File: config.mk
export PLATFORM = sky130hd
export DESIGN_NAME = alu_adder_slice_flat
export DESIGN_NICKNAME = d
export VERILOG_FILES = /design/src/rtl/alu_pkg.sv /design/src/rtl/alu_adder_slice_if.sv /design/src/rtl/alu_gp_cell.sv /design/src/rtl/alu_adder_slice.sv /design/src/flat_wrapper.sv
export SDC_FILE = /design/constraint.sdc
export NUM_CORES = 1
export LEC_CHECK = 0
export BUFFER_PORTS_ARGS = -buffer_cell sky130_fd_sc_hd__buf_2
export CAP_MARGIN = 20
export CORE_AREA = 2 2 39 41
export DETAILED_ROUTE_END_ITERATION = 8
export DIE_AREA = 0 0 41 43
export SETUP_SLACK_MARGIN = 0.3
export SLEW_MARGIN = 20
export SYNTH_ARGS = -nofsm -noshare
export SYNTH_HDL_FRONTEND = slang
export SYNTH_SLANG_ARGS = --single-unit
File: constraint.sdc
create_clock -name clk -period 1.1 [get_ports clk]
set_clock_uncertainty 0.2 [all_clocks]
set_input_delay 0.275 -clock clk [delete_from_list [all_inputs] [get_ports clk]]
set_output_delay 0.275 -clock clk [all_outputs]
set_load 0.01 [all_outputs]
File: src/rtl/alu_pkg.sv
// alu_pkg: shared select and mode codes for the ALU slice
package alu_pkg;
  localparam logic [3:0] S_ADD = 4'b1001;
  localparam logic [3:0] S_SUB = 4'b0110;
  localparam logic [3:0] S_OR = 4'b0001;
  localparam logic [3:0] S_AND = 4'b0100;
  localparam logic M_ARITH = 1'b1;
  localparam logic M_LOGIC = 1'b0;
endpackage

File: src/rtl/alu_adder_slice_if.sv
// alu_adder_slice_if: operand, control and result bundle of the ALU slice
interface alu_adder_slice_if #(parameter int WIDTH = 1);
  logic [WIDTH-1:0] a;
  logic [WIDTH-1:0] b;
  logic [3:0] S;
  logic M;
  logic Pin;
  logic D;
  logic F;
  logic [WIDTH-1:0] R;
  logic Pout;
  modport master (output a, b, S, M, Pin, input D, F, R, Pout);
  modport slave (input a, b, S, M, Pin, output D, F, R, Pout);
endinterface

File: src/rtl/alu_gp_cell.sv
// alu_gp_cell: per-bit select-controlled generate, propagate and half-sum
module alu_gp_cell (
  input  logic       a,
  input  logic       b,
  input  logic [3:0] S,
  output logic       G,
  output logic       P,
  output logic       H
);
  assign G = (a & b & S[3]) | (a & ~b & S[2]);
  assign P = a | (b & S[0]) | (~b & S[1]);
  assign H = P & ~G;
endmodule

File: src/rtl/alu_adder_slice.sv
// alu_adder_slice: registered 74181-style ALU bit-slice with ripple carry and group G/P
module alu_adder_slice
  import alu_pkg::*;
#(
  parameter int WIDTH = 1
) (
  input logic clk,
  input logic rst,
  alu_adder_slice_if.slave bus
);
  logic [WIDTH-1:0] g, p, h;
  logic [WIDTH:0] c;
  logic [WIDTH-1:0] r_d, r_q;
  logic d_d, d_q, f_d, f_q, pout_d, pout_q;
  for (genvar i = 0; i < WIDTH; i++) begin : g_cell
    alu_gp_cell u_cell (
      .a(bus.a[i]),
      .b(bus.b[i]),
      .S(bus.S),
      .G(g[i]),
      .P(p[i]),
      .H(h[i])
    );
  end
  // carry chain (gated by mode), result, and group terms that ignore mode/carry-in
  always_comb begin
    c = '0;
    d_d = 1'b0;
    c[0] = (bus.M == M_ARITH) & bus.Pin;
    for (int i = 0; i < WIDTH; i++) begin
      c[i+1] = (bus.M == M_ARITH) & (g[i] | (p[i] & c[i]));
      d_d = g[i] | (p[i] & d_d);
    end
    r_d = h ^ c[WIDTH-1:0];
    pout_d = c[WIDTH];
    f_d = &p;
  end
  // output registers, cleared asynchronously by reset
  always_ff @(posedge clk or posedge rst) begin
    if (rst) begin
      r_q <= '0;
      d_q <= 1'b0;
      f_q <= 1'b0;
      pout_q <= 1'b0;
    end else begin
      r_q <= r_d;
      d_q <= d_d;
      f_q <= f_d;
      pout_q <= pout_d;
    end
  end
  assign bus.R = r_q;
  assign bus.D = d_q;
  assign bus.F = f_q;
  assign bus.Pout = pout_q;
endmodule

File: src/flat_wrapper.sv
// flat-port wrapper written by rule: the top's interface ports become plain ports
module alu_adder_slice_flat import alu_pkg::*;
#(
  parameter int WIDTH = 1
)
  (clk, rst, bus_a, bus_b, bus_S, bus_M, bus_Pin, bus_D, bus_F, bus_R, bus_Pout);
  alu_adder_slice_if #(.WIDTH(WIDTH)) bus_i ();
  input logic clk;
  input logic rst;
  input wire logic [$bits(bus_i.a)-1:0] bus_a;
  input wire logic [$bits(bus_i.b)-1:0] bus_b;
  input wire logic [$bits(bus_i.S)-1:0] bus_S;
  input wire logic [$bits(bus_i.M)-1:0] bus_M;
  input wire logic [$bits(bus_i.Pin)-1:0] bus_Pin;
  output wire logic [$bits(bus_i.D)-1:0] bus_D;
  output wire logic [$bits(bus_i.F)-1:0] bus_F;
  output wire logic [$bits(bus_i.R)-1:0] bus_R;
  output wire logic [$bits(bus_i.Pout)-1:0] bus_Pout;
  assign bus_i.a = bus_a;
  assign bus_i.b = bus_b;
  assign bus_i.S = bus_S;
  assign bus_i.M = bus_M;
  assign bus_i.Pin = bus_Pin;
  assign bus_D = bus_i.D;
  assign bus_F = bus_i.F;
  assign bus_R = bus_i.R;
  assign bus_Pout = bus_i.Pout;
  alu_adder_slice #(.WIDTH(WIDTH)) u_core (.clk(clk), .rst(rst), .bus(bus_i));
endmodule
Word level (Yosys, flattened, before mapping). Cells that the tools add are included.

Register bits: 4. Memory bits (read-only): 0. Memory bits (writable): 0. Output and inout bits: 4. Bits in latches: 0. Word-level logic and storage cells: 21. Memories: 0.

Shift-type cells: 0. Bitwise gates (word level): 17. Div/mod/pow operators: 0. $lt $le $gt $ge: 0. $add $sub $neg: 0. Multiplexer cells: 0. Eq/ne operators: 0. Reduce and logical (&&, ||, !) cells: 0. Multipliers: 0.

Operator list (number): bitwise AND 1 bit (10); bitwise OR 1 bit (4); NOT 1 bit (2); XOR 1 bit (1).

Logic depth before layout (Yosys ltp). Gate-level depths: netlist of the first run.

Depth after elaboration: 7. Gate-level depth with buffers: 3.

Hierarchy. From an unflattened synthesis of the first run, not the netlist that was laid out.

Cells, all modules: 16. Area, all modules: 190.2 sq um.

By module, submodules not included: alu_adder_slice (cells each 9, area each 127.6 sq um, instances 1, seq. area each 100.1 sq um); alu_gp_cell (cells each 7, area each 62.6 sq um, instances 1, seq. area each 0.0 sq um).

Least setup slack after synthesis of the first run. Ideal clock, no wire load.

Path kind: input port to flip-flop. Start: input bus_b. End: register u_core.pout_q, in the netlist u_core.bus.Pout. Data required time: 779 ps. Path buffers: 0. Cell stages on the path: 3. Path slack: -137 ps. Arrival: 916 ps. Setup time: 121 ps. Path through: mux2_4 and2_4 a22o_1.

Word-level cells in the longest chain between the ends: 6. Elaborated cells between the ends (all ways): 13.

RTL lines: from (decl) (line flat_wrapper.sv:11) `input wire logic [$bits(bus_i.b)-1:0] bus_b;`; NOT 1 bit (line alu_gp_cell.sv:10) `assign G = (a & b & S[3]) | (a & ~b & S[2]);`; bitwise AND 1 bit (2 in a row) (line alu_gp_cell.sv:10); bitwise OR 1 bit * (line alu_gp_cell.sv:10); named net u_core.d_d (line alu_adder_slice.sv:14) `logic d_d, d_q, f_d, f_q, pout_d, pout_q;`; bitwise OR 1 bit * (line alu_adder_slice.sv:31) `c[i+1] = (bus.M == M_ARITH) & (g[i] | (p[i] & c[i]));`; bitwise AND 1 bit * (line alu_adder_slice.sv:31); named net u_core.pout_d (line alu_adder_slice.sv:14); to (signal assigned) (line alu_adder_slice.sv:49) `pout_q <= pout_d;`; to (decl) (line alu_adder_slice.sv:14).

The timed path passes the listed nets; every way through them passes the cells marked *.

Worst setup path after layout of the first run.
Start: register u_core.pout_q, in the netlist u_core.bus.Pout. End: output bus_Pout.

RTL lines: to (decl) (line flat_wrapper.sv:18) `output wire logic [$bits(bus_i.Pout)-1:0] bus_Pout;`.

No word-level cell between the ends.

==> impl_results.rst, run 1 <==
.. list-table::
   :header-rows: 1

   * - Metric
     - Value
   * - Kind of cell adding the most delay to the critical path
     - flip-flops
   * - Antenna violations before repair
     - 0
   * - Diodes inserted
     - 0
   * - All-Layer GR Usage
     - 0.0614
   * - Core Footprint
     - 0.00138 sq mm
   * - Synth warn
     - 0
   * - Drt total wl
     - 369 um
   * - Crit path max fanout
     - 1
   * - Instance count after placement with tap cells included
     - 44
   * - Number of register bits inferred by synthesis
     - 4
   * - Dominant synthesized flop cell
     - sky130_fd_sc_hd__dfrtp_1
   * - Pwr per Cell Area
     - 1310 mW/mm^2
   * - CP bufs+invs
     - 1
   * - Area added between synthesis and finish
     - 85.9%
   * - Post-route fraction of the period consumed by the critical path
     - 1.08
   * - Startpoint kind of the worst setup timing path
     - flip-flop
   * - List of cells traversed by the critical path
     - buf_2
   * - Total count of hold-check failures in the final report
     - 4
   * - Async set-or-reset flop fraction in the synthesized netlist
     - 1.00
   * - Residual overflow from global routing
     - 0
   * - Std cell rows
     - 14
   * - Max frequency
     - 844 MHz
   * - Clock buffer count from CTS
     - 3
   * - Part of the Yosys area used for sequential elements
     - 0.563
   * - Top cell types by occurrence after synthesis
     - sky130_fd_sc_hd__dfrtp_1 (4), sky130_fd_sc_hd__mux2i_1 (2)
   * - Total of buffers placed on input and output ports
     - 13
   * - Final design utilization
     - 0.239
   * - Run status
     - complete, but fails checks
   * - Starting DRT DRC Count
     - 0
   * - Clock slew at the register clock pins of the worst setup and hold paths
     - 0.04 ns
   * - Max-capacitance violation count
     - 0
   * - Top post-synthesis cells by area
     - sky130_fd_sc_hd__dfrtp_1 (56%), sky130_fd_sc_hd__mux2i_1 (11%), sky130_fd_sc_hd__mux2_4 (8.5%)
   * - Synth Net Count
     - 23
   * - Count of pins on the block boundary
     - 14
   * - Worst setup path category
     - flip-flop to primary output
   * - Synthesized instance count
     - 13
   * - Slew headroom
     - 0.898
   * - Unrepaired setup endpoints after global routing
     - yes
   * - Via count of the first global-routing pass
     - 166
   * - Worst endpoint data arrival time
     - 0.71 ns
   * - Final worst slack
     - -0.0851 ns
   * - CTS tree
     - yes
   * - Count leader, synth
     - sky130_fd_sc_hd__dfrtp_1
   * - Final weighted congestion in routability-driven placement
     - 0.654
   * - Synth Area per Inst
     - 13.7 sq um
   * - Ratio of cells with drive above 1 in the final layout
     - 0.710
   * - Syn Std Cell Area
     - 178 sq um
   * - Cell accounting for the most synthesized area
     - sky130_fd_sc_hd__dfrtp_1
   * - VDD IR max
     - 248 uV
   * - Clock root buffer
     - sky130_fd_sc_hd__clkbuf_4
   * - Largest net degree at the start of global routing
     - 5
   * - Area share of the leading cell type in the synthesized netlist
     - 0.563
   * - X dimension of the die
     - 41 um
   * - Clock sinks
     - 4
   * - Max incr delay on CP
     - 0.34 ns
   * - Required time of the critical path
     - 0.62 ns
   * - Total of endpoints with negative setup slack in the final report
     - 4
   * - Residual DRC
     - 0
   * - Post-route non-filler standard cell count
     - 47
   * - Post-detailed-route count of antenna-violating nets
     - 0
   * - Maximum clock insertion buffer count
     - 2
   * - Count of flip-flops with a built-in enable after synthesis
     - 0
   * - Lkg Pwr
     - 0.168 nW
   * - Final layout net count
     - 43
   * - First-pass DRT Iterations
     - 1
   * - Via count of the routed design
     - 157
   * - Violated checks
     - negative hold slack, negative setup slack
   * - Number of max-slew violations in the final report
     - 0
   * - Count of cell types in the netlist
     - 9
   * - Mean number of vias per cell
     - 3.34
   * - Die Span Y
     - 43 um
   * - Wire length of the first global-routing pass
     - 600 um
   * - Starting utilization of the core area
     - 0.128
   * - Average wire length per cell after detail routing
     - 7.85 um
   * - Critical-path top delay cell
     - sky130_fd_sc_hd__dfrtp_1
   * - H-tree levels
     - 1
   * - CP Capture Type
     - primary output
   * - Tmin final
     - 1.19 ns
   * - Worst hold slack
     - -0.292 ns
   * - Worst min-delay path category
     - input port to async pin
   * - Measured slew at the worst slew-check pin
     - 0.149 ns
   * - Total die area
     - 0.00176 sq mm
==> routing by layer <==
metal / vias up / wire length (um) / global-route usage
met2: 16 / 144 / 0.0719
met4: 0 / 19 / 0.100
met1: 60 / 117 / 0.0453
li1: 79 / - / -
met3: 2 / 88 / 0.0471
met5: - / 0 / 0
==> flip-flops by register name, indices dropped and copies added, names as in the netlist <==
register and count:
u_core.bus.R 1, u_core.bus.Pout 1, u_core.bus.F 1, u_core.bus.D 1
==> cell families (layout without fill, tap and decap cells) <==
| family | count (synthesis) | count (layout) | synth area share |
|---|---|---|---|
| buf+inv | 1 | 19 | 0.0211 |
| mux | 3 | 3 | 0.197 |
| xor+xnor | 1 | 1 | 0.0493 |
| simple gates | 3 | 3 | 0.120 |
| flops | 4 | 4 | 0.563 |
| compound gates | 1 | 1 | 0.0493 |
==> layout make-up <==
cell class	count	area, sq um
fill	163	1050
sequential	4	100
timing repair buffer	15	93.8
multi-input combinational	8	90.1
clock buffer	3	22.5
tap	16	20.0
inverter	1	3.75
==> metrics by stage <==
step	setup WS [ns]	TNS [ns]	instance area, sq um	hold slack (ns)	total power, mW
after floorplan	-0.0974	-0.123	178	-0.159	0.201
after global placement	-0.241	-0.630	278	-0.0441	0.240
after detailed placement	-0.251	-0.645	278	-0.0435	0.241
after CTS	-0.0977	-0.379	310	-0.296	0.434
after global routing	-0.114	-0.445	330	-0.272	0.465
final	-0.0851	-0.333	330	-0.292	0.434
==> final timing paths <==
check / start / endpoint / slack, ns / cells after the start
worst max-delay path: u_core.bus.Pout$_DFF_PP0_ / bus_Pout / -0.09 / 1
max in group asynchronous: rst / u_core.bus.R$_DFF_PP0_ / 0.85 / 2
worst min-delay path: rst / u_core.bus.F$_DFF_PP0_ / -0.29 / 2
min in group clk: bus_M / u_core.bus.Pout$_DFF_PP0_ / 0.10 / 2
==> what timing repair did <==
action / 4_1_cts / 5_1_grt
endpoints found under the setup margin: 8 / 8
pin swaps: 1 / 1
buffers inserted: 0 / 0
endpoints found under the hold margin: 4 / 4
gates cloned: 0 / 0
resized for setup: 2 / 4
==> power by group <==
group	internal, mW	total, mW	leakage (nW)	switching (mW)
clock network	0.122	0.181	0.0138	0.0588
logic	0.0532	0.0901	0.107	0.0369
registers	0.161	0.163	0.0475	0.00225
==> layout by cell type, fill, tap and decap left out, drive strengths merged <==
| master | netlist | final |
|---|---|---|
| buf | 0 | 15 |
| dfrtp | 4 | 4 |
| clkbuf | 0 | 3 |
| mux2i | 2 | 2 |
| and2 | 2 | 2 |
| nand2b | 1 | 1 |
| mux2 | 1 | 1 |
| a22o | 1 | 1 |
| xor2 | 1 | 1 |
| inv | 1 | 1 |
Note: power is estimated with default switching activity, not from simulation.
==> run 2, diff against run 1 <==
--- a/config.mk
+++ b/config.mk
@@ -5,6 +5,7 @@
 export SDC_FILE = /design/constraint.sdc
 export NUM_CORES = 1
 export LEC_CHECK = 0
+export ABC_AREA = 1
 export BUFFER_PORTS_ARGS = -buffer_cell sky130_fd_sc_hd__buf_2
 export CAP_MARGIN = 20
 export CORE_AREA = 2 2 39 41
==> run 2 against run 1 <==
  * The flow still finishes with violations (negative hold slack, negative setup slack)
  * Die area is the same
  * Sequential cell count stayed put
  * First-iteration DRC count is 1 higher
  * Sequential power about the same
  * Global-route usage grew 0.30 points
  * Largest power group unchanged
  * Highest routed layer is now met3
==> impl_results.rst, run 2 <==
.. list-table::
   :header-rows: 1

   * - Metric
     - Value
   * - Run status
     - complete, but fails checks
   * - Violated checks
     - negative hold slack, negative setup slack
   * - Total of endpoints with negative setup slack in the final report
     - 4
   * - Synth warn
     - 0
   * - Required time of the critical path
     - 0.62 ns
   * - Startpoint kind of the worst setup timing path
     - flip-flop
   * - Slew headroom
     - 0.907
   * - Total die area
     - 0.00176 sq mm
   * - Residual DRC
     - 0
   * - Clock slew at the register clock pins of the worst setup and hold paths
     - 0.04 ns
   * - Die Span Y
     - 43 um
   * - All-Layer GR Usage
     - 0.0643
   * - Via count of the routed design
     - 201
   * - Worst hold slack
     - -0.285 ns
   * - Via count of the first global-routing pass
     - 202
   * - Std cell rows
     - 14
   * - Synth Net Count
     - 35
   * - Placed standard-cell area
     - 308 sq um
   * - Max frequency
     - 845 MHz
   * - Diodes inserted
     - 0
   * - Cell accounting for the most synthesized area
     - sky130_fd_sc_hd__dfrtp_1
   * - Wire length of the first global-routing pass
     - 669 um
   * - Clock sinks
     - 4
   * - Worst min-delay path category
     - input port to async pin
   * - Critical-path top delay cell
     - sky130_fd_sc_hd__dfrtp_1
   * - Fill cells
     - 148
   * - Area share of the leading cell type in the synthesized netlist
     - 0.494
   * - Top post-synthesis cells by area
     - sky130_fd_sc_hd__dfrtp_1 (49%), sky130_fd_sc_hd__nand2_1 (19%), sky130_fd_sc_hd__inv_1 (9.3%)
   * - Count of cell types in the netlist
     - 8
   * - VDD IR max
     - 310 uV
   * - Core Footprint
     - 0.00138 sq mm
   * - Final worst slack
     - -0.0835 ns
   * - List of cells traversed by the critical path
     - buf_6
   * - DPL Wire Length
     - 322 um
   * - Async set-or-reset flop fraction in the synthesized netlist
     - 1.00
   * - Count leader, synth
     - sky130_fd_sc_hd__nand2_1
   * - Max-capacitance violation count
     - 0
   * - Worst setup path category
     - flip-flop to primary output
   * - Post-route fraction of the period consumed by the critical path
     - 1.08
   * - Footprint of the multi-input gates
     - 111 sq um
   * - Count of flip-flops with a built-in enable after synthesis
     - 0
   * - Maximum clock insertion buffer count
     - 2
   * - Kind of cell adding the most delay to the critical path
     - flip-flops
   * - Count of pins on the block boundary
     - 14
   * - Drt total wl
     - 455 um
   * - Starting DRT DRC Count
     - 1
   * - Clock root buffer
     - sky130_fd_sc_hd__clkbuf_4
   * - Number of max-slew violations in the final report
     - 0
   * - H-tree levels
     - 1
   * - Top cell types by occurrence after synthesis
     - sky130_fd_sc_hd__nand2_1 (10), sky130_fd_sc_hd__inv_1 (5), sky130_fd_sc_hd__dfrtp_1 (4), sky130_fd_sc_hd__inv_2 (2)
   * - Synthesized instance count
     - 25
   * - Sequential cell area
     - 100 sq um
   * - Final instance area
     - 389 sq um
   * - Area added between synthesis and finish
     - 92.0%
   * - Antenna violations before repair
     - 0
   * - Part of the Yosys area used for sequential elements
     - 0.494
   * - Worst endpoint data arrival time
     - 0.71 ns
   * - Synth Area per Inst
     - 8.11 sq um
   * - Pwr per Cell Area
     - 1150 mW/mm^2
   * - Measured slew at the worst slew-check pin
     - 0.140 ns
   * - Final design utilization
     - 0.281
   * - Mean number of vias per cell
     - 3.53
   * - Tmin final
     - 1.18 ns
   * - Number of register bits inferred by synthesis
     - 4
   * - Unrepaired setup endpoints after global routing
     - yes
   * - First-pass DRT Iterations
     - 2
   * - Syn Std Cell Area
     - 203 sq um
   * - Residual overflow from global routing
     - 0
   * - Post-detailed-route count of antenna-violating nets
     - 0
   * - Starting utilization of the core area
     - 0.146
   * - Final layout net count
     - 53
   * - CP Capture Type
     - primary output
   * - Average wire length per cell after detail routing
     - 7.98 um
   * - Final weighted congestion in routability-driven placement
     - 0.679
   * - Max incr delay on CP
     - 0.36 ns
   * - Most common cell after layout, fill and taps aside
     - sky130_fd_sc_hd__buf_2
   * - Ratio of cells with drive above 1 in the final layout
     - 0.659
   * - Total of buffers placed on input and output ports
     - 13
   * - Clock buffer count from CTS
     - 3
   * - X dimension of the die
     - 41 um
   * - Most frequent cells in the layout
     - sky130_fd_sc_hd__buf_2 (9), sky130_fd_sc_hd__nand2_1 (7), sky130_fd_sc_hd__dfrtp_1 (4)
   * - Dominant synthesized flop cell
     - sky130_fd_sc_hd__dfrtp_1
   * - Crit path max fanout
     - 1
   * - Lkg Pwr
     - 0.223 nW
   * - CP bufs+invs
     - 1
   * - CTS tree
     - yes
   * - Largest net degree at the start of global routing
     - 5
   * - Total count of hold-check failures in the final report
     - 4
==> run 2: changes by cell type after synthesis, moves of 2 or more <==
cell / delta
sky130_fd_sc_hd__inv_1: +4
sky130_fd_sc_hd__nand2_1: +10
sky130_fd_sc_hd__mux2i_1: -2
sky130_fd_sc_hd__inv_2: +2
==> run 2: final cells by class <==
cell class	instances	area share
multi-input combinational	14	0.286
sequential	4	0.257
timing repair buffer	13	0.241
inverter	7	0.106
clock buffer	3	0.0579
tap	16	0.0514
==> run 2: repair_timing <==
action,4_1_cts,5_1_grt
resized for setup,2,12
buffers inserted,0,0
pin swaps,1,2
hold endpoints to repair,4,4
setup endpoints to repair,6,6
==> run 2: power breakdown <==
group          switching, mW  internal [mW]  leakage [nW]
logic                 0.0546         0.0550         0.162
registers            0.00399          0.160        0.0477
clock network         0.0540          0.122        0.0138
==> run 2: cell families after synthesis <==
kind of cell,share of synthesized area
simple gates,0.377
buf+inv,0.130
flops,0.494
==> run 2: worst paths after layout <==
check / from / endpoint / slack (ns) / depth (start not counted)
max in group asynchronous: rst / u_core.bus.D$_DFF_PP0_ / 0.84 / 2
hold / removal: rst / u_core.bus.R$_DFF_PP0_ / -0.28 / 2
min in group clk: bus_M / u_core.bus.Pout$_DFF_PP0_ / 0.08 / 3
setup / recovery: u_core.bus.Pout$_DFF_PP0_ / bus_Pout / -0.08 / 1
==> run 2: through the flow <==
step,setup slack (ns),setup TNS [ns],instances,hold WS (ns),total power [mW]
after CTS,-0.0972,-0.380,57,-0.291,0.437
after detailed placement,0.0290,0,54,-0.0394,0.247
after global routing,-0.113,-0.430,57,-0.269,0.480
after global placement,0.0360,0,54,-0.0465,0.246
after floorplan,0.233,0,25,-0.159,0.209
final,-0.0835,-0.325,57,-0.285,0.449
==> run 2: routing by layer <==
layer	routed length, um	track usage	part of all wire	vias to the layer above
met2	257	0.0813	0.56	13
met4	0	0.120	0	0
met5	0	0	0	-
li1	-	-	-	104
met3	54	0.0209	0.12	0
met1	144	0.0516	0.32	84
==> run 3, diff against run 2 <==
--- a/config.mk
+++ b/config.mk
@@ -15,4 +15,5 @@
 export SLEW_MARGIN = 20
 export SYNTH_ARGS = -nofsm -noshare
 export SYNTH_HDL_FRONTEND = slang
+export SYNTH_HIERARCHICAL = 1
 export SYNTH_SLANG_ARGS = --single-unit
==> run 3 against run 2 <==
  * The flow still finishes with violations (negative hold slack, negative setup slack)
  * Area after synthesis rose by 0.62%
  * Sequential share of layout area fell by 4.6 points
  * Worst setup slack got worse by 0.0017 ns
  * Non-clock buffer count rose by 2
  * Synthesized cell count rose by 4.0%
  * Final cell count rose by 5.3%
  * Combinational power rose by 30%
  * Die area did not move
==> impl_results.rst, run 3 <==
.. list-table::
   :header-rows: 1

   * - Metric
     - Value
   * - Run status
     - complete, but fails checks
   * - Violated checks
     - negative hold slack, negative setup slack
   * - Synth warn
     - 6
   * - List of cells traversed by the critical path
     - buf_6
   * - Dominant synthesized flop cell
     - sky130_fd_sc_hd__dfrtp_1
   * - Std cell rows
     - 14
   * - Slew headroom
     - 0.906
   * - Via count of the routed design
     - 208
   * - Unrepaired setup endpoints after global routing
     - yes
   * - Cell-internal power
     - 359 uW
   * - Starting utilization of the core area
     - 0.147
   * - Via count of the first global-routing pass
     - 188
   * - Proportion of power drawn by flip-flops and latches
     - 0.337
   * - Synthesized instance count
     - 26
   * - Diodes inserted
     - 0
   * - Total die area
     - 0.00176 sq mm
   * - Post-layout total power
     - 483 uW
   * - Area added between synthesis and finish
     - 132%
   * - First-pass DRT Iterations
     - 1
   * - Kind of cell adding the most delay to the critical path
     - flip-flops
   * - Measured slew at the worst slew-check pin
     - 0.141 ns
   * - X dimension of the die
     - 41 um
   * - Lkg Pwr
     - 0.234 nW
   * - Final worst slack
     - -0.0852 ns
   * - Synth Area per Inst
     - 7.84 sq um
   * - Average wire length per cell after detail routing
     - 7.30 um
   * - Post-detailed-route count of antenna-violating nets
     - 0
   * - Total of buffers placed on input and output ports
     - 13
   * - Worst min-delay path category
     - input port to async pin
   * - Count of flip-flops with a built-in enable after synthesis
     - 0
   * - Residual DRC
     - 0
   * - Top cell types by occurrence after synthesis
     - sky130_fd_sc_hd__inv_1 (7), sky130_fd_sc_hd__nand2_1 (6), sky130_fd_sc_hd__dfrtp_1 (4), sky130_fd_sc_hd__nand3_1 (2), sky130_fd_sc_hd__nor2_2 (2)
   * - Most frequent cells in the layout
     - sky130_fd_sc_hd__buf_6 (7), sky130_fd_sc_hd__buf_2 (6), sky130_fd_sc_hd__inv_1 (4), sky130_fd_sc_hd__dfrtp_1 (4)
   * - Combinational power share
     - 0.295
   * - Count of cell types in the netlist
     - 10
   * - Die Span Y
     - 43 um
   * - CP Capture Type
     - primary output
   * - All-Layer GR Usage
     - 0.0623
   * - Max-capacitance violation count
     - 0
   * - Cell accounting for the most synthesized area
     - sky130_fd_sc_hd__dfrtp_1
   * - Worst endpoint data arrival time
     - 0.71 ns
   * - VDD IR max
     - 354 uV
   * - Number of register bits inferred by synthesis
     - 4
   * - Critical-path top delay cell
     - sky130_fd_sc_hd__dfrtp_1
   * - Clock share of power
     - 0.368
   * - CTS tree
     - yes
   * - Area share of the leading cell type in the synthesized netlist
     - 0.491
   * - Maximum clock insertion buffer count
     - 2
   * - CP bufs+invs
     - 1
   * - Residual overflow from global routing
     - 0
   * - Clock sinks
     - 4
   * - Ratio of cells with drive above 1 in the final layout
     - 0.727
   * - Switching power
     - 124 uW
   * - Syn Std Cell Area
     - 204 sq um
   * - Startpoint kind of the worst setup timing path
     - flip-flop
   * - Pwr per Cell Area
     - 1020 mW/mm^2
   * - Synth Net Count
     - 36
   * - Post-route fraction of the period consumed by the critical path
     - 1.08
   * - Clock slew at the register clock pins of the worst setup and hold paths
     - 0.04 ns
   * - Total count of hold-check failures in the final report
     - 4
   * - Most common cell after layout, fill and taps aside
     - sky130_fd_sc_hd__buf_6
   * - Final weighted congestion in routability-driven placement
     - 0.705
   * - Crit path max fanout
     - 1
   * - Count of pins on the block boundary
     - 14
   * - Tmin final
     - 1.19 ns
   * - Worst hold slack
     - -0.287 ns
   * - Clock root buffer
     - sky130_fd_sc_hd__clkbuf_4
   * - Required time of the critical path
     - 0.62 ns
   * - Async set-or-reset flop fraction in the synthesized netlist
     - 1.00
   * - Drt total wl
     - 438 um
   * - Total of endpoints with negative setup slack in the final report
     - 4
   * - Core Footprint
     - 0.00138 sq mm
   * - Max incr delay on CP
     - 0.36 ns
   * - Number of max-slew violations in the final report
     - 0
   * - Fill cells
     - 142
   * - Top post-synthesis cells by area
     - sky130_fd_sc_hd__dfrtp_1 (49%), sky130_fd_sc_hd__inv_1 (13%), sky130_fd_sc_hd__nand2_1 (11%)
   * - Part of the Yosys area used for sequential elements
     - 0.491
   * - Wire length of the first global-routing pass
     - 627 um
   * - Worst setup path category
     - flip-flop to primary output
   * - Mean number of vias per cell
     - 3.47
   * - Starting DRT DRC Count
     - 0
   * - Antenna violations before repair
     - 0
   * - Final layout net count
     - 56
   * - H-tree levels
     - 1
   * - Switching part of the total power
     - 0.256
   * - Clock buffer count from CTS
     - 3
   * - Max frequency
     - 844 MHz
   * - Largest net degree at the start of global routing
     - 5
   * - Count leader, synth
     - sky130_fd_sc_hd__inv_1
run 3: cell types whose count changed after synthesis, sizes merged:
cell	before	now
nand2	11	7
nor2	0	3
inv	7	8
a21oi	0	1
run 3: final timing paths:
| kind | from | endpoint | cells past startpoint |
|---|---|---|---|
| min | rst | u_core/bus.Pout$_DFF_PP0_ | 2 |
| min in group clk | bus_M | u_core/bus.Pout$_DFF_PP0_ | 3 |
| max | u_core/bus.R$_DFF_PP0_ | bus_R | 1 |
| max in group asynchronous | rst | u_core/bus.D$_DFF_PP0_ | 2 |
run 3: metrics by stage:
stage                     setup TNS [ns]  worst slack (ns)  utilization  cells  cell area, sq um
after floorplan                        0             0.121            -     26               229
after global placement            -0.162           -0.0867        0.232     56               322
after detailed placement          -0.176           -0.0996        0.232     56               322
after CTS                         -0.373           -0.0997        0.284     60               393
after global routing              -0.414            -0.112        0.342     60               473
final                             -0.320           -0.0852        0.342     60               473
run 3: cell type report:
type,instances,area [sq um],share of cell area
timing repair buffer,15,144,0.304
tap,16,20.0,0.0423
clock buffer,3,22.5,0.0476
sequential,4,100,0.212
inverter,8,52.6,0.111
multi-input combinational,14,134,0.283
run 3: cells by family after synthesis:
logic type | Yosys count | share of synthesized area
DFF | 4 | 0.491
and+or+nand+nor | 13 | 0.319
AOI/OAI and AO/OA | 1 | 0.0430
buffers and inverters | 8 | 0.147
run 3: power groups by stage:
stage / sequential [mW] / combinational (mW) / clock, mW
2_1_floorplan: 0.172 / 0.0374 / 0
3_3_place_gp: 0.164 / 0.0868 / 0
3_5_place_dp: 0.164 / 0.0885 / 0
4_1_cts: 0.162 / 0.108 / 0.190
5_1_grt: 0.164 / 0.156 / 0.192
6_report: 0.163 / 0.143 / 0.178
run 3: what timing repair did:
action	in CTS	in global routing
endpoints found under the setup margin	7	7
endpoints found under the hold margin	4	4
setup buffers	1	0
cloned	0	0
gates resized for setup	12	17
pin swaps	10	7
run 3: per-layer routing:
metal	part of all wire	track usage	vias to the layer above
li1	-	-	112
met1	0.30	0.0484	84
met2	0.58	0.0781	12
met3	0.12	0.0209	0
met4	0	0.120	0
met5	0	0	-
